===== src/rtl/i4001_rom_arb.sv =====
// Round-robin arbiter sharing one synchronous i4001 ROM among NUM_REQ requesters.
// One grant per cycle; the returned byte is steered to the winner's holding register.
module i4001_rom_arb #(
    parameter int NUM_REQ = 4,
    parameter int IDX_W   = 2
) (
    input  logic                    sysclk,
    input  logic                    rst_n,
    input  logic [NUM_REQ-1:0]      req,
    input  logic [NUM_REQ*12-1:0]   req_addr,
    output logic [NUM_REQ-1:0]      gnt,
    output logic [11:0]             rom_addr,
    input  logic [7:0]              rom_data,
    output logic [NUM_REQ-1:0]      rsp_valid,
    output logic [NUM_REQ*8-1:0]    rsp_data
);

    logic [IDX_W-1:0] rr_ptr;
    logic [IDX_W-1:0] rr_nxt;
    logic [IDX_W-1:0] gnt_idx;
    logic [IDX_W-1:0] iss_idx;
    logic             gnt_any;
    logic             inflight;
    logic [11:0]      last_addr;
    logic [11:0]      win_addr;

    // Two passes: indices at/after rr_ptr first, then the wrapped ones below it.
    always_comb begin
        gnt_any  = 1'b0;
        gnt_idx  = '0;
        win_addr = last_addr;
        for (int j = 0; j < NUM_REQ; j++) begin
            if (!gnt_any && rst_n && req[j] && (IDX_W'(j) >= rr_ptr)) begin
                gnt_any  = 1'b1;
                gnt_idx  = IDX_W'(j);
                win_addr = req_addr[j*12 +: 12];
            end
        end
        for (int j = 0; j < NUM_REQ; j++) begin
            if (!gnt_any && rst_n && req[j] && (IDX_W'(j) < rr_ptr)) begin
                gnt_any  = 1'b1;
                gnt_idx  = IDX_W'(j);
                win_addr = req_addr[j*12 +: 12];
            end
        end
    end

    always_comb begin
        for (int j = 0; j < NUM_REQ; j++) begin
            gnt[j]       = gnt_any && (gnt_idx == IDX_W'(j));
            rsp_valid[j] = inflight && (iss_idx == IDX_W'(j));
        end
    end

    assign rom_addr = win_addr;
    assign rr_nxt   = (gnt_idx == IDX_W'(NUM_REQ-1)) ? '0 : gnt_idx + IDX_W'(1);

    always_ff @(posedge sysclk or negedge rst_n) begin
        if (!rst_n) begin
            rr_ptr    <= '0;
            inflight  <= 1'b0;
            iss_idx   <= '0;
            last_addr <= '0;
            rsp_data  <= '0;
        end else begin
            if (gnt_any) begin
                rr_ptr    <= rr_nxt;
                last_addr <= win_addr;
            end
            inflight <= gnt_any;
            iss_idx  <= gnt_idx;
            for (int j = 0; j < NUM_REQ; j++) begin
                if (inflight && (iss_idx == IDX_W'(j)))
                    rsp_data[j*8 +: 8] <= rom_data;
            end
        end
    end

endmodule

===== config.mk =====
export PLATFORM = sky130hd
export DESIGN_NAME = i4001_rom_arb
export DESIGN_NICKNAME = d
export VERILOG_FILES = /design/src/rtl/i4001_rom_arb.sv
export SDC_FILE = /design/constraint.sdc
export NUM_CORES = 1
export LEC_CHECK = 0
export ABC_CLOCK_PERIOD_IN_PS = 4900
export BUFFER_PORTS_ARGS = -buffer_cell sky130_fd_sc_hd__buf_2
export CORE_MARGIN = 8
export CORE_UTILIZATION = 55
export CTS_BUF_LIST = sky130_fd_sc_hd__clkbuf_8
export CTS_CLUSTER_SIZE = 30
export DETAILED_ROUTE_END_ITERATION = 12
export PLACE_DENSITY = 0.89
export SETUP_SLACK_MARGIN = 0.05
export SLEW_MARGIN = 5
export SYNTH_ARGS = -nofsm -noshare
export SYNTH_HDL_FRONTEND = slang
export SYNTH_SLANG_ARGS = --single-unit

===== constraint.sdc =====
create_clock -name sysclk -period 4.9 [get_ports sysclk]
set_clock_uncertainty 0.05 [all_clocks]
set_input_delay 0.735 -clock sysclk [delete_from_list [all_inputs] [get_ports sysclk]]
set_output_delay 0.735 -clock sysclk [all_outputs]
set_load 0.005 [all_outputs]

==> results of run 1 <==
## state kept, by name, indices dropped and copies added (netlist names)
register,flops
iss_idx,2
inflight,1
rr_ptr,2
rsp_data,32
last_addr,12
## synthesized netlist by cell type (2+ instances only)
cell | n | area share (%)
or2_2 | 3 | 0.62
buf_4 | 3 | 0.74
o22a_1 | 24 | 6.9
dfrtp_1 | 49 | 40
or3_4 | 2 | 0.74
o21a_1 | 3 | 0.74
buf_6 | 4 | 1.5
nor2_1 | 39 | 4.8
and2_4 | 4 | 1.2
buf_2 | 13 | 2.1
nand3_1 | 3 | 0.49
nand2b_1 | 2 | 0.41
o2bb2ai_1 | 12 | 3.5
nand2_1 | 89 | 11
mux2_2 | 16 | 5.9
inv_1 | 2 | 0.25
a311oi_1 | 11 | 3.2
clkinv_1 | 2 | 0.25
clkbuf_1 | 6 | 0.74
o22ai_1 | 24 | 4.9
ha_1 | 4 | 1.6
nand3b_1 | 3 | 0.74
a21oi_1 | 17 | 2.8
## routing by layer
metal,up-vias,GRT usage (%),wire length [um]
met5,-,0,0
met3,14,6.23,1070
li1,1449,-,-
met1,1506,27.8,3820
met4,0,10.3,133
met2,222,37.9,4460
## metrics by stage
stage	cell area, sq um	setup slack [ns]
floorplan	3040	1.94
CTS	3670	1.06
global route	3670	0.807
finish	3670	1.02
detailed placement	3570	1.06
global placement	3570	1.08
## placed cells by master, fill, tap and decap left out, drive strengths merged
cell       n
a21o       1
a21oi     18
a2bb2oi    1
a311oi    12
a31oi      1
and2       4
buf      116
bufinv     1
clkbuf     5
clkinv     3
dfrtp     49
ha         4
inv        3
mux2      16
nand2     90
nand2b     3
nand3      4
nand3b     3
nand4      1
nor2      40
nor3b      1
o211ai     1
o21a       3
o221ai     1
o22a      24
o22ai     24
o2bb2ai   12
o32ai      1
or2        3
or3        3
## critical path, stage by stage
cell	delay [ns]
buf_2	0.31
inv_2	0.08
a21oi_1	0.22
o21a_1	0.60
nand2b_1	0.80
o22a_1	0.23
buf_2	0.12
## power by group through the flow
stage / combinational [mW] / sequential (mW) / clock (mW)
4_1_cts: 1.03 / 0.721 / 0.276
6_report: 1.02 / 0.723 / 0.272
2_1_floorplan: 0.660 / 0.706 / 0
3_3_place_gp: 0.985 / 0.715 / 0
3_5_place_dp: 1.02 / 0.729 / 0
5_1_grt: 1.12 / 0.747 / 0.294
## cells by family after synthesis
kind of cell	share of synthesized area (%)
flops	40.3
mux	5.92
buf+inv	5.72
fa+ha+maj	1.64
compound gates	24.8
simple gates	21.6
## area by class of cell
type	instances	area [sq um]	area share [%]
well taps	72	90.1	2.45
flip-flops and latches	49	1230	33.4
inverters	5	18.8	0.511
repair buffers	116	588	16.0
multi-input cells	271	1640	44.8
clock buffers	5	68.8	1.88
clock inverters	2	35.0	0.955
## final timing paths
kind                                    from            end  cells after the start
worst max register to register     rr_ptr[1]   last_addr[6]                      5
max in group asynchronous              rst_n    rsp_data[5]                      2
worst min register to register  rsp_data[11]   rsp_data[11]                      2
min in group sysclk             rsp_data[11]   rsp_data[11]                      2
worst min-delay path                   rst_n  last_addr[11]                      1
worst max-delay path                  req[1]    rom_addr[8]                      7
==> run summary, run 1 <==
status - finished, final reports clean
die width - 90.4 um
Crit Path Category - primary input to primary output
CP Data Required Time - 4.12 ns
worst reg-to-reg setup slack - 2.15 ns
Pins Over Slew Limit - 0
Post-Syn Area - 0.00304 sq mm
Tmin final - 3.88 ns
largest net degree at the start of global routing - 40
clock share of power - 13.5%
first-pass GRT wire length - 15.7 mm
Finished Core Util - 67.5%
CTS tree - built
power per cell area - 551 mW/mm^2
Routed wire per std cell - 18.2 um
number of setup buffers added after CTS - 0
Rel. slew slack - 21.9%
hold buffer count at CTS - 0
# DRC - 0
Clk Tree Root Cell - clkbuf_8
Mean Syn Cell Area - 8.67 sq um
Tcrit/Tclk final - 79.2%
Hold Vio Cnt, Final - 0
Hold Path Class - primary input to async pin
Die Y - 90.4 um
total power after layout - 2.02 mW
n_diodes - 0
IO Port Bufs - 113
ys flop type - dfrtp_1
flops & latches, synth - 49
Antenna Nets Post-Route - 0
TritonCTS Buffers - 5
fraction of layout cells with a size suffix above 1 - 35.0%
register area share after synthesis - 40.3%
# fillers - 423
DR vias - 3191
Iter 0 DRT Violations - 155
H-tree levels - 2
Post-Synthesis Cells - 351
Async SR Flop Fraction - 100%
Final #Nets - 514
Worst setup SP type - primary input
grt ovf - 0
Initial Utilization - 55.9%
Ports - 114
P_sw - 0.775 mW
Final setup viols - 0
RSZ-0062 raised after global routing - no
Non-Filler Instances - 520
Area growth, synth to finish - 20.6%
Worst EP arrival - 3.09 ns
Hold Slack - 0.311 ns
Post-synth EDFFs - 0
Int Pwr - 1.25 mW
Resized cells post-CTS - 0
TritonRoute pass-1 iters - 5
number of global-route vias before repair - 3267
core area - 0.00544 sq mm
Tightest Pin Transition - 1.17 ns
Leak Pwr - 1.77 nW
Highest Clock Rate - 0.258 GHz
routability congestion estimate - 0.833
Max FO, Critical Path - 24
CP Capture Type - primary output
overall global routing resource usage - 23.2%
clock-pin slew on the worst setup and hold paths - 0.09 ns
Max Cap Viol - 0
post-synth cell types - 39
Worst VDD drop - 0.000265 V
setup TNS - 0 ns
Max clock buf depth - 2
Comb power frac - 50.7%
sequential power share - 35.8%
die footprint - 0.00817 sq mm
clk sink count - 49
vias per cell - 6.14
Synth Warn # - 0
syn_nets - 417
DP Wirelength - 7.04 mm
DRT Wirelength - 9.48 mm
initial antenna violation count - 0
Clock Latency Late Sink - 0.30 ns
row count - 27
switching share of power - 38.3%
Placed Cells - 513
(Power assumes the default switching activity.)
==> run 2, diff against run 1 <==
--- a/config.mk
+++ b/config.mk
@@ -5,14 +5,14 @@
 export SDC_FILE = /design/constraint.sdc
 export NUM_CORES = 1
 export LEC_CHECK = 0
-export ABC_CLOCK_PERIOD_IN_PS = 4900
+export ABC_CLOCK_PERIOD_IN_PS = 3450
 export BUFFER_PORTS_ARGS = -buffer_cell sky130_fd_sc_hd__buf_2
 export CORE_MARGIN = 8
-export CORE_UTILIZATION = 55
+export CORE_UTILIZATION = 46
 export CTS_BUF_LIST = sky130_fd_sc_hd__clkbuf_8
 export CTS_CLUSTER_SIZE = 30
 export DETAILED_ROUTE_END_ITERATION = 12
-export PLACE_DENSITY = 0.89
+export PLACE_DENSITY = 0.79
 export SETUP_SLACK_MARGIN = 0.05
 export SLEW_MARGIN = 5
 export SYNTH_ARGS = -nofsm -noshare
==> constraint.sdc (replaced) <==
create_clock -name sysclk -period 3.45 [get_ports sysclk]
set_clock_uncertainty 0.05 [all_clocks]
set_input_delay 0.5175 -clock sysclk [delete_from_list [all_inputs] [get_ports sysclk]]
set_output_delay 0.5175 -clock sysclk [all_outputs]
set_load 0.005 [all_outputs]
==> run 2 against run 1 <==
Critical path depth is 1 lower. Wire length increased by 1.5%. Die area increased by 16%. Flip-flop and latch count did not move. Hold slack worse by 0.27 ns. Global-route usage is 3.7 points lower. Final area is 2.0% higher. Sequential share of layout area fell by 0.67 points. Critical path type is now flip-flop to primary output. Setup slack worse by 0.76 ns. Combinational power is 45% higher. Clock power increased by 51%.
==> run summary, run 2 (synthesis results as in run 1) <==
R2R depth - 5 (unchanged)
Pins Over Slew Limit - 0 (unchanged)
clk sink count - 49 (unchanged)
Final #Nets - 522 (was 514)
Max Cap Viol - 0 (unchanged)
# fillers - 573 (was 423)
met1 WL - 4.07 mm (was 3.82 mm)
Post-Layout Inst Area - 0.00374 sq mm (was 0.00367 sq mm)
Routed wire per std cell - 18.0 um (was 18.2 um)
CP Data Required Time - 2.88 ns (was 4.12 ns)
n_diodes - 0 (unchanged)
Clock Latency Late Sink - 0.29 ns (was 0.30 ns)
die footprint - 0.00947 sq mm (was 0.00817 sq mm)
Initial Utilization - 47.6% (was 55.9%)
DRT Wirelength - 9.62 mm (was 9.48 mm)
Hold Vio Cnt, Final - 0 (unchanged)
grt ovf - 0 (unchanged)
overall global routing resource usage - 19.5% (was 23.2%)
Clk Tree Root Cell - clkbuf_8 (unchanged)
Tmin final - 3.19 ns
H-tree levels - 2 (unchanged)
commonest cells after routing, fill and taps aside - buf_2 (113), nand2_1 (89), dfrtp_1 (49) (unchanged)
number of global-route vias before repair - 3105 (was 3267)
Max FO, Critical Path - 13 (was 24)
Top reg by flops - rsp_data (unchanged)
Worst setup SP type - flip-flop (was primary input)
fraction of layout cells with a size suffix above 1 - 36.3% (was 35.0%)
core area - 0.00639 sq mm (was 0.00544 sq mm)
RSZ-0062 raised after global routing - no (unchanged)
Worst EP arrival - 2.62 ns (was 3.09 ns)
Area growth, synth to finish - 23.1% (was 20.6%)
IO Port Bufs - 113 (unchanged)
Leak Pwr - 1.82 nW (was 1.77 nW)
number of setup buffers added after CTS - 0 (unchanged)
Antenna Nets Post-Route - 0 (unchanged)
Final setup viols - 0 (unchanged)
initial antenna violation count - 0 (unchanged)
worst reg-to-reg setup slack - 1.07 ns (was 2.15 ns)
setup TNS - 0 ns (unchanged)
TritonCTS Buffers - 5 (unchanged)
CP max-delay cell - o32ai_2 (was nand2b_1)
largest net degree at the start of global routing - 38 (was 40)
R2R Path Start - rr_ptr[1] (unchanged)
Worst VDD drop - 0.000483 V (was 0.000265 V)
Tcrit/Tclk final - 92.5%
Iter 0 DRT Violations - 297 (was 155)
CTS tree - built (unchanged)
Top Layer Used - met4 (unchanged)
DR WL met2 - 4.39 mm (was 4.46 mm)
dpl cell area - 0.00363 sq mm (was 0.00357 sq mm)
Rel. slew slack - 32.2% (was 21.9%)
clock-pin slew on the worst setup and hold paths - 0.09 ns (about the same)
vias per cell - 5.88 (was 6.14)
Largest regs - rsp_data: 32 flops, last_addr: 12 flops (unchanged)
hold buffer count at CTS - 0 (unchanged)
Tightest Pin Transition - 1.01 ns (was 1.17 ns)
Max clock buf depth - 2 (unchanged)
die width - 97.3 um (was 90.4 um)
# DRC - 0 (unchanged)
Finished Core Util - 58.6% (was 67.5%)
Die Y - 97.3 um (was 90.4 um)
Resized cells post-CTS - 0 (unchanged)
r2r endpoint - last_addr[10] (was last_addr[6])
status - finished, final reports clean (unchanged)
Ports - 114 (unchanged)
max reg flops - 32 (unchanged)
DP Wirelength - 7.22 mm (was 7.04 mm)
critical-path cell list - nand2b_2 -> a21oi_2 -> o32ai_2 -> a311oi_1 -> o22a_1 -> buf_2 (was buf_2 -> inv_2 -> a21oi_1 -> o21a_1 -> nand2b_1 -> o22a_1 -> buf_2)
routability congestion estimate - 0.906 (was 0.833)
Hold Path Class - primary input to async pin (unchanged)
row count - 29 (was 27)
CP peak stage delay - 0.88 ns (was 0.80 ns)
Met3 Wirelength - 1.12 mm (was 1.07 mm)
first-pass GRT wire length - 15.4 mm (was 15.7 mm)
Highest Clock Rate - 0.314 GHz
power per cell area - 778 mW/mm^2 (was 551 mW/mm^2)
CP Capture Type - primary output (unchanged)
TritonRoute pass-1 iters - 5 (unchanged)
Crit Path Category - flip-flop to primary output (was primary input to primary output)
commonest non-fill, non-tap cell in the layout - buf_2 (unchanged)
DR vias - 3142 (was 3191)
==> run 2: cell types whose count changed in the layout (fill, tap and decap cells not counted) <==
cell,delta
buf_4,+8
inv_6,+1
==> run 2: final cells by class <==
class | count | area (sq um) | area share, %
multi-input cells | 271 | 1640 | 43.9
clock inverters | 3 | 43.8 | 1.17
inverters | 5 | 18.8 | 0.501
repair buffers | 124 | 648 | 17.3
clock buffers | 5 | 68.8 | 1.84
flip-flops and latches | 49 | 1230 | 32.7
well taps | 77 | 96.3 | 2.57
==> run 2: routing by layer <==
metal | global-route usage, % | up-vias
li1 | - | 1472
met1 | 24.5 | 1461
met2 | 30.9 | 201
met3 | 6.83 | 8
met4 | 5.13 | 0
met5 | 0 | -
==> run 2: worst max-delay path by stage <==
stage / startpoint / end / slack, ns / cells after the start
floorplan: req[0] / gnt[2] / 0.92 / 10
global placement: req[1] / gnt[2] / 0.58 / 9
detailed placement: req[1] / gnt[3] / 0.53 / 9
CTS: rr_ptr[1] / rom_addr[7] / 0.29 / 6
global route: rr_ptr[1] / rom_addr[7] / 0.10 / 6
finish: rr_ptr[1] / rom_addr[4] / 0.26 / 6
==> run 2: through the flow <==
step	setup slack (ns)	hold slack, ns	power (mW)	instances
CTS	0.286	0.0362	2.93	534
finish	0.260	0.0409	2.91	534
detailed placement	0.527	0.370	2.51	526
global placement	0.581	0.359	2.46	526
floorplan	0.920	0.172	1.94	351
global route	0.101	0.0316	3.12	534
==> run 2: worst max-delay path, delay by kind of cell, from the launching register on <==
family	cells	cell delay [ns]
compound gates	4	1.36
flops	1	0.61
simple gates	1	0.21
buf+inv	1	0.13
==> run 2: report_power, final <==
part           switching (mW)  internal [mW]  leakage, nW
Clock                   0.193          0.217       0.0585
Sequential              0.163          0.856        0.580
Combinational           0.757          0.726         1.18
